$ cat config.mk
export PLATFORM = sky130hd
export DESIGN_NAME = unidade_pc
export DESIGN_NICKNAME = d
export VERILOG_FILES = /design/src/rtl/pc_pkg.sv /design/src/rtl/prox_pc_mux.sv /design/src/rtl/unidade_pc.sv
export SDC_FILE = /design/constraint.sdc
export NUM_CORES = 1
export LEC_CHECK = 0
export ABC_AREA = 1
export BUFFER_PORTS_ARGS = -buffer_cell sky130_fd_sc_hd__buf_2
export CORE_MARGIN = 2
export CORE_UTILIZATION = 40
export CTS_CLUSTER_SIZE = 20
export DETAILED_ROUTE_END_ITERATION = 8
export GPL_TIMING_DRIVEN = 0
export PLACE_DENSITY = 0.71
export SYNTH_ARGS = -nofsm -noshare
export SYNTH_HDL_FRONTEND = slang
export SYNTH_HIERARCHICAL = 1
export SYNTH_SLANG_ARGS = --single-unit
$ cat constraint.sdc
create_clock -name clk -period 3.35 [get_ports clk]
set_input_delay 0.5025 -clock clk [delete_from_list [all_inputs] [get_ports clk]]
set_output_delay 0.5025 -clock clk [all_outputs]
set_load 0.1 [all_outputs]
$ cat src/rtl/pc_pkg.sv
// Shared definitions for the program-counter stage: next-PC select codes,
// FSM state encoding and the quantum counter width.
// No logic lives here.
package pc_pkg;

    // Width of the preemption quantum counter
    localparam int QW = 16;

    // controle_pi encodings; codes 5-7 fall back to sequential fetch
    localparam logic [2:0] PI_SEQ = 3'd0;
    localparam logic [2:0] PI_IMM = 3'd1;
    localparam logic [2:0] PI_JMP = 3'd2;
    localparam logic [2:0] PI_REG = 3'd3;
    localparam logic [2:0] PI_RET = 3'd4;

    // SO: OS code running, USER: user process under quantum, TROCA: swap cycle
    typedef enum logic [1:0] {
        SO    = 2'd0,
        USER  = 2'd1,
        TROCA = 2'd2
    } estado_t;

endpackage

$ cat src/rtl/prox_pc_mux.sv
// Next-PC selector: picks PC+1 or one of the jump targets, truncated to ADDR_W.
// Latency: purely combinational, zero cycles.
// Backpressure: none; the caller decides whether the result is loaded.
module prox_pc_mux
    import pc_pkg::*;
#(
    parameter int ADDR_W = 10
) (
    input  logic [ADDR_W-1:0] pc_i,
    input  logic [2:0]        sel_i,
    input  logic [15:0]       imm_i,
    input  logic [25:0]       jaddr_i,
    input  logic [31:0]       reg_rs_i,
    input  logic [31:0]       end_ret_i,
    output logic [ADDR_W-1:0] pc_mais1_o,
    output logic [ADDR_W-1:0] nxt_o
);

    // Targets are widened to 32 bits first so truncation works for any ADDR_W <= 32
    logic [31:0] imm_ext;
    logic [31:0] jaddr_ext;

    assign imm_ext    = {16'd0, imm_i};
    assign jaddr_ext  = {6'd0, jaddr_i};
    // Natural modulo-2^ADDR_W wrap from the top address back to 0
    assign pc_mais1_o = pc_i + ADDR_W'(1);

    // Select the next fetch address; unknown codes behave as sequential fetch
    always_comb begin
        nxt_o = pc_mais1_o;
        case (sel_i)
            PI_SEQ:  nxt_o = pc_mais1_o;
            PI_IMM:  nxt_o = imm_ext[ADDR_W-1:0];
            PI_JMP:  nxt_o = jaddr_ext[ADDR_W-1:0];
            PI_REG:  nxt_o = reg_rs_i[ADDR_W-1:0];
            PI_RET:  nxt_o = end_ret_i[ADDR_W-1:0];
            default: nxt_o = pc_mais1_o;
        endcase
    end

endmodule

$ cat src/rtl/unidade_pc.sv
// PC stage with user-process quantum timer: on expiry saves next-PC and jumps to the OS.
// Latency: pc updates on the edge after the selecting instruction; one-cycle TROCA bubble on preemption.
// Backpressure: pausaPC=0 freezes pc and the quantum timer (swap_P ignored in SO while paused).
module unidade_pc
    import pc_pkg::*;
#(
    parameter int          ADDR_W  = 10,
    parameter int unsigned QUANTUM = 64,
    parameter int unsigned SO_BASE = 0
) (
    input  logic              clk,
    input  logic              rst,
    input  logic              pausaPC,
    input  logic [2:0]        controle_pi,
    input  logic              swap_P,
    input  logic [15:0]       imm,
    input  logic [25:0]       jaddr,
    input  logic [31:0]       reg_rs,
    input  logic [31:0]       end_ret,
    output logic [ADDR_W-1:0] pc,
    output logic [ADDR_W-1:0] pc_mais1,
    output logic              swap_SO,
    output logic [ADDR_W-1:0] pc_salvo,
    output logic              modo_user,
    output logic [QW-1:0]     quantum_rest
);

    localparam logic [ADDR_W-1:0] BASE  = ADDR_W'(SO_BASE);
    localparam logic [QW-1:0]     Q_INI = QW'(QUANTUM);

    estado_t           state_q, state_d;
    logic [ADDR_W-1:0] pc_q, pc_d;
    logic [ADDR_W-1:0] salvo_q, salvo_d;
    logic [QW-1:0]     quant_q, quant_d;
    logic              swap_q, swap_d;
    logic [ADDR_W-1:0] nxt;
    logic [ADDR_W-1:0] ret_addr;

    prox_pc_mux #(
        .ADDR_W (ADDR_W)
    ) u_mux (
        .pc_i       (pc_q),
        .sel_i      (controle_pi),
        .imm_i      (imm),
        .jaddr_i    (jaddr),
        .reg_rs_i   (reg_rs),
        .end_ret_i  (end_ret),
        .pc_mais1_o (pc_mais1),
        .nxt_o      (nxt)
    );

    // Resuming a process always jumps to its saved return address, whatever controle_pi says
    assign ret_addr = end_ret[ADDR_W-1:0];

    // FSM, PC and quantum next-state; swap_P beats expiry in USER
    always_comb begin
        state_d = state_q;
        pc_d    = pc_q;
        salvo_d = salvo_q;
        quant_d = quant_q;
        swap_d  = 1'b0;
        case (state_q)
            SO: begin
                if (pausaPC) begin
                    if (swap_P) begin
                        pc_d    = ret_addr;
                        quant_d = Q_INI;
                        state_d = USER;
                    end else begin
                        pc_d = nxt;
                    end
                end
            end
            USER: begin
                if (pausaPC) begin
                    if (swap_P) begin
                        pc_d    = ret_addr;
                        quant_d = Q_INI;
                    end else if (quant_q > QW'(1)) begin
                        pc_d    = nxt;
                        quant_d = quant_q - QW'(1);
                    end else begin
                        // Last instruction of the quantum completes; its real successor is saved
                        salvo_d = nxt;
                        pc_d    = BASE;
                        quant_d = '0;
                        swap_d  = 1'b1;
                        state_d = TROCA;
                    end
                end
            end
            TROCA: begin
                pc_d    = BASE;
                state_d = SO;
            end
            default: begin
                pc_d    = BASE;
                state_d = SO;
            end
        endcase
    end

    // State registers with asynchronous reset into OS mode
    always_ff @(posedge clk or posedge rst) begin
        if (rst) begin
            state_q <= SO;
            pc_q    <= BASE;
            salvo_q <= '0;
            quant_q <= '0;
            swap_q  <= 1'b0;
        end else begin
            state_q <= state_d;
            pc_q    <= pc_d;
            salvo_q <= salvo_d;
            quant_q <= quant_d;
            swap_q  <= swap_d;
        end
    end

    assign pc           = pc_q;
    assign pc_salvo     = salvo_q;
    assign quantum_rest = quant_q;
    assign swap_SO      = swap_q;
    assign modo_user    = (state_q == USER);

endmodule
==> implementation parameters <==
Parameter                              Value

Critical path
  Critical Path AT ... 2100 ps
  Worst Setup Path Type ... flip-flop to output port
  CP Launch Type ... flip-flop
  Register-to-register setup slack ... roughly 1500 ps
  Crit path largest cell delay ... 460 ps
  Crit. End Element ... output port
  Required arrival time at the worst endpoint ... 2850 ps
  Cell repeated most along the worst path ... nand2_1
  List of cells traversed by the critical path ... ha_1, nand3_1, nor2_1, nand2_1, nand2_1, and2_1, buf_2
  Max FO, Critical Path ... 6
  Library cell contributing the largest single delay on the critical path ... dfrtp_1

Logic synthesis
  FF+latch count, synth ... 39
  Dominant combinational cell family by area after synthesis ... simple AND/OR/NAND/NOR gates
  Portion of the post-synthesis area used by sequential elements ... 0.356
  Mean post-synth cell area ... 6.29 sq um
  Area of the mapped netlist ... between 2000 and 3000 sq um
  Portion of synthesized cell area occupied by the leading cell type ... 0.356
  Post-synth EDFFs ... 0
  Synth Area in Compound Gates ... 0.0315
  Fraction of synthesized cell area in xor and xnor cells ... 0.0255
  Commonest cells in the synthesized netlist ... nand2_1 (198), nor2_1 (62), dfrtp_1 (39)
  Number of instances in the synthesized netlist ... 436
  Unique cell type count in the Yosys netlist ... 31
  Adder-cell area share of the yosys netlist ... 0.0137
  Most frequent cell after synthesis ... nand2_1
  Synth top area cells ... dfrtp_1 (36%), nand2_1 (27%), nor2_1 (8.5%), nand3_1 (5.5%), inv_1 (4.2%)
  Top cell type by total area after synthesis ... dfrtp_1
  Ys async rst share ... 1.00
  Nets in the synthesized netlist ... 552
  Top flip-flop cell by instance count after synthesis ... dfrtp_1
  Multiplexer area fraction after synthesis ... 0
  Yosys warnings ... 6
  Share of synthesized cell area in and, or, nand and nor gates ... 0.504

Min path
  Worst min-delay path class ... input pin to async pin

Floorplan
  Total Die Area ... 7540 sq um
  X dimension of the die ... 86.8 um
  Top-level port count ... ~160
  Floorplan row count ... 30
  Initial core utilization ... 0.408
  Die height ... 86.8 um
  Area inside the core boundary ... 6720 sq um

Route
  Detailed-router iteration count before antenna repair ... 6
  Number of vias per cell after detailed routing ... 4.92
  Final routed wirelength across all metal layers ... 7690 um
  Detail-routed net length per standard cell ... approximately 12 um
  Detailed-route DRC error count ... 0
  Initial detailed-routing violation count ... roughly 170
  Post-route ant nets ... 0
  Vias post-DR ... around 3k

Global routing
  Total GRT Usage ... 0.210
  Via count of the first global-routing pass ... 2795
  First-pass GRT wire length ... 12600 um
  Total overflow reported by the global router ... 0
  Pin count of the biggest net entering global routing ... 40
  Number of antenna violations at the first check in global routing ... 0

Clock tree
  Number of cells upsized or downsized after cts ... 0
  CTS clk-pin slew, worst paths ... 90 ps
  Buffers inserted during post-CTS setup optimization ... 0
  CTS tree ... done
  Deepest level of the CTS H-tree ... 2
  Source-to-sink clock delay at the later pin of the worst-skew pair ... between 300 and 400 ps
  Sink Count ... 39
  CTS buffer count ... 5
  CTS Hold Bufs ... 0
  Clk Tree Root Cell ... clkbuf_8
  Clock Tree Buf Depth ... 2

Power and ir drop
  Fraction of power consumed by combinational cells ... 0.644
  Leakage component of the power ... between 2 and 2.5 nW
  Maximum ir drop on the vdd rail ... between 0.6 and 0.7 mV
  Net switching power of the design ... 0.00199 W
  Internal power contribution ... between 0.001 and 0.0015 W
  Cell area power density ... a little over 900 nW/um^2
  Power share of the sequential group ... 0.227
  Sw Ratio ... 0.628
  Clock Power Share ... 0.129

Layout
  Final instance count without filler cells ... 618
  Post-layout nets ... 653
  Total inserted antenna cells ... 0
  Share of layout cells above drive strength 1 ... 0.257
  Signed area change from the synthesized netlist to the final layout ... 25.2%

Place
  HPWL after DPL ... between 6000 and 7000 um
  Placer congestion estimate ... ~0.87
  Buffers added on ports ... 94
  Total placed cells including tap cells ... 610

Job
  Maximum capacitance violations ... 0

Timing
  Minimum clock period ... 2610 ps
  Number of setup violations in the final report ... 0
  RSZ-0062 raised after global routing ... no
  Slew at the pin closest to its max-slew limit ... around 850 ps
  Post-route setup TNS ... 0 ps
  Worst-case clock skew ... 12.3 ps
  Peak clock frequency supported by timing ... 384 MHz
  Final Hold Violating Endpoints ... 0
  Period utilisation layout ... 0.778
  Relative max-transition margin ... 0.433
  Number of pins with negative max-slew slack in the final report ... 0

Run status
  Outcome ... finished clean
[cell usage in the layout, fill, tap and decap left out, types with 5 or more instances in the layout]
| cell type | n |
|---|---|
| clkbuf_8 | 5 |
| o21ai_0 | 5 |
| nand3_1 | 30 |
| inv_2 | 9 |
| nor2_2 | 12 |
| inv_1 | 30 |
| buf_2 | 94 |
| dfrtp_1 | 39 |
| nand4_1 | 5 |
| xor2_1 | 5 |
| nand2_1 | 198 |
| nor2_1 | 62 |
[state kept, by name, indices dropped and copies added, names as in the netlist]
register and count:
pc_salvo 10, quantum_rest 16, pc 10, state_q 2
swap_SO 1
[metal layers]
metal  up-vias  global-route usage  wire length (um)
li1       1545                   -                 -
met5         -                   0                 0
met2       135               0.368              3650
met1      1342               0.254              3260
met3        18              0.0429               606
met4         0              0.0781               181
[through the flow]
step	area, sq um	power [W]	util	hold slack (ps)	setup slack, ps
CTS	3430	0.00318	0.511	400	748
global placement	3320	0.00274	0.494	462	1120
finish	3430	0.00316	0.511	357	743
global route	3430	0.00335	0.511	435	629
floorplan	2750	0.00242	-	461	28.4
detailed placement	3320	0.00277	0.494	464	1090
[power by group through the flow]
stage | Combinational [W] | Sequential, W | Clock (W)
after CTS | 0.00205 | 0.000717 | 0.000417
after floorplan | 0.000840 | 0.00158 | 0
after global placement | 0.00201 | 0.000723 | 0
after detailed placement | 0.00204 | 0.000726 | 0
final | 0.00204 | 0.000717 | 0.000409
after global routing | 0.00217 | 0.000743 | 0.000435
[worst max-delay path, delay by kind of cell, from the launching register on]
family / cells / cell delay (ps)
adders and majority gates: 1 / 240
buffers and inverters: 1 / 410
DFF: 1 / 460
and+or+nand+nor: 5 / 700
[final timing paths]
check                      cells after the start                 endpoint               startpoint
max                                            7              pc_mais1[8]        pc[0]$_DFFE_PP0P_
min                                            2  pc_salvo[8]$_DFFE_PP0P_                      rst
max reg2reg                                   11        pc[6]$_DFFE_PP0P_        pc[0]$_DFFE_PP0P_
min reg2reg                                    2  pc_salvo[5]$_DFFE_PP0P_  pc_salvo[5]$_DFFE_PP0P_
max in group asynchronous                      2   state_q[0]$_DFFE_PP0P_                      rst
min in group clk                               2  pc_salvo[5]$_DFFE_PP0P_  pc_salvo[5]$_DFFE_PP0P_
[logic make-up after synthesis]
| group | count (synthesis) |
|---|---|
| AND/OR/NAND/NOR | 324 |
| buffers and inverters | 48 |
| XOR/XNOR | 8 |
| flip-flops | 39 |
| AO/OA/AOI/OAI | 14 |
| adder cells (fa/ha/maj) | 3 |
[cell type report]
cell class / instances / area (sq um)
Clock buffer: 5 / 68.8
Timing Repair Buffer: 94 / 470
Tap cell: 80 / 100
Multi-Input combinational cell: 349 / 1580
Clock inverter: 3 / 43.8
Sequential cell: 39 / 976
Fill cell: 668 / 3290
Buffer: 5 / 26.3
Inverter: 43 / 165
(Power assumes the default switching activity.)
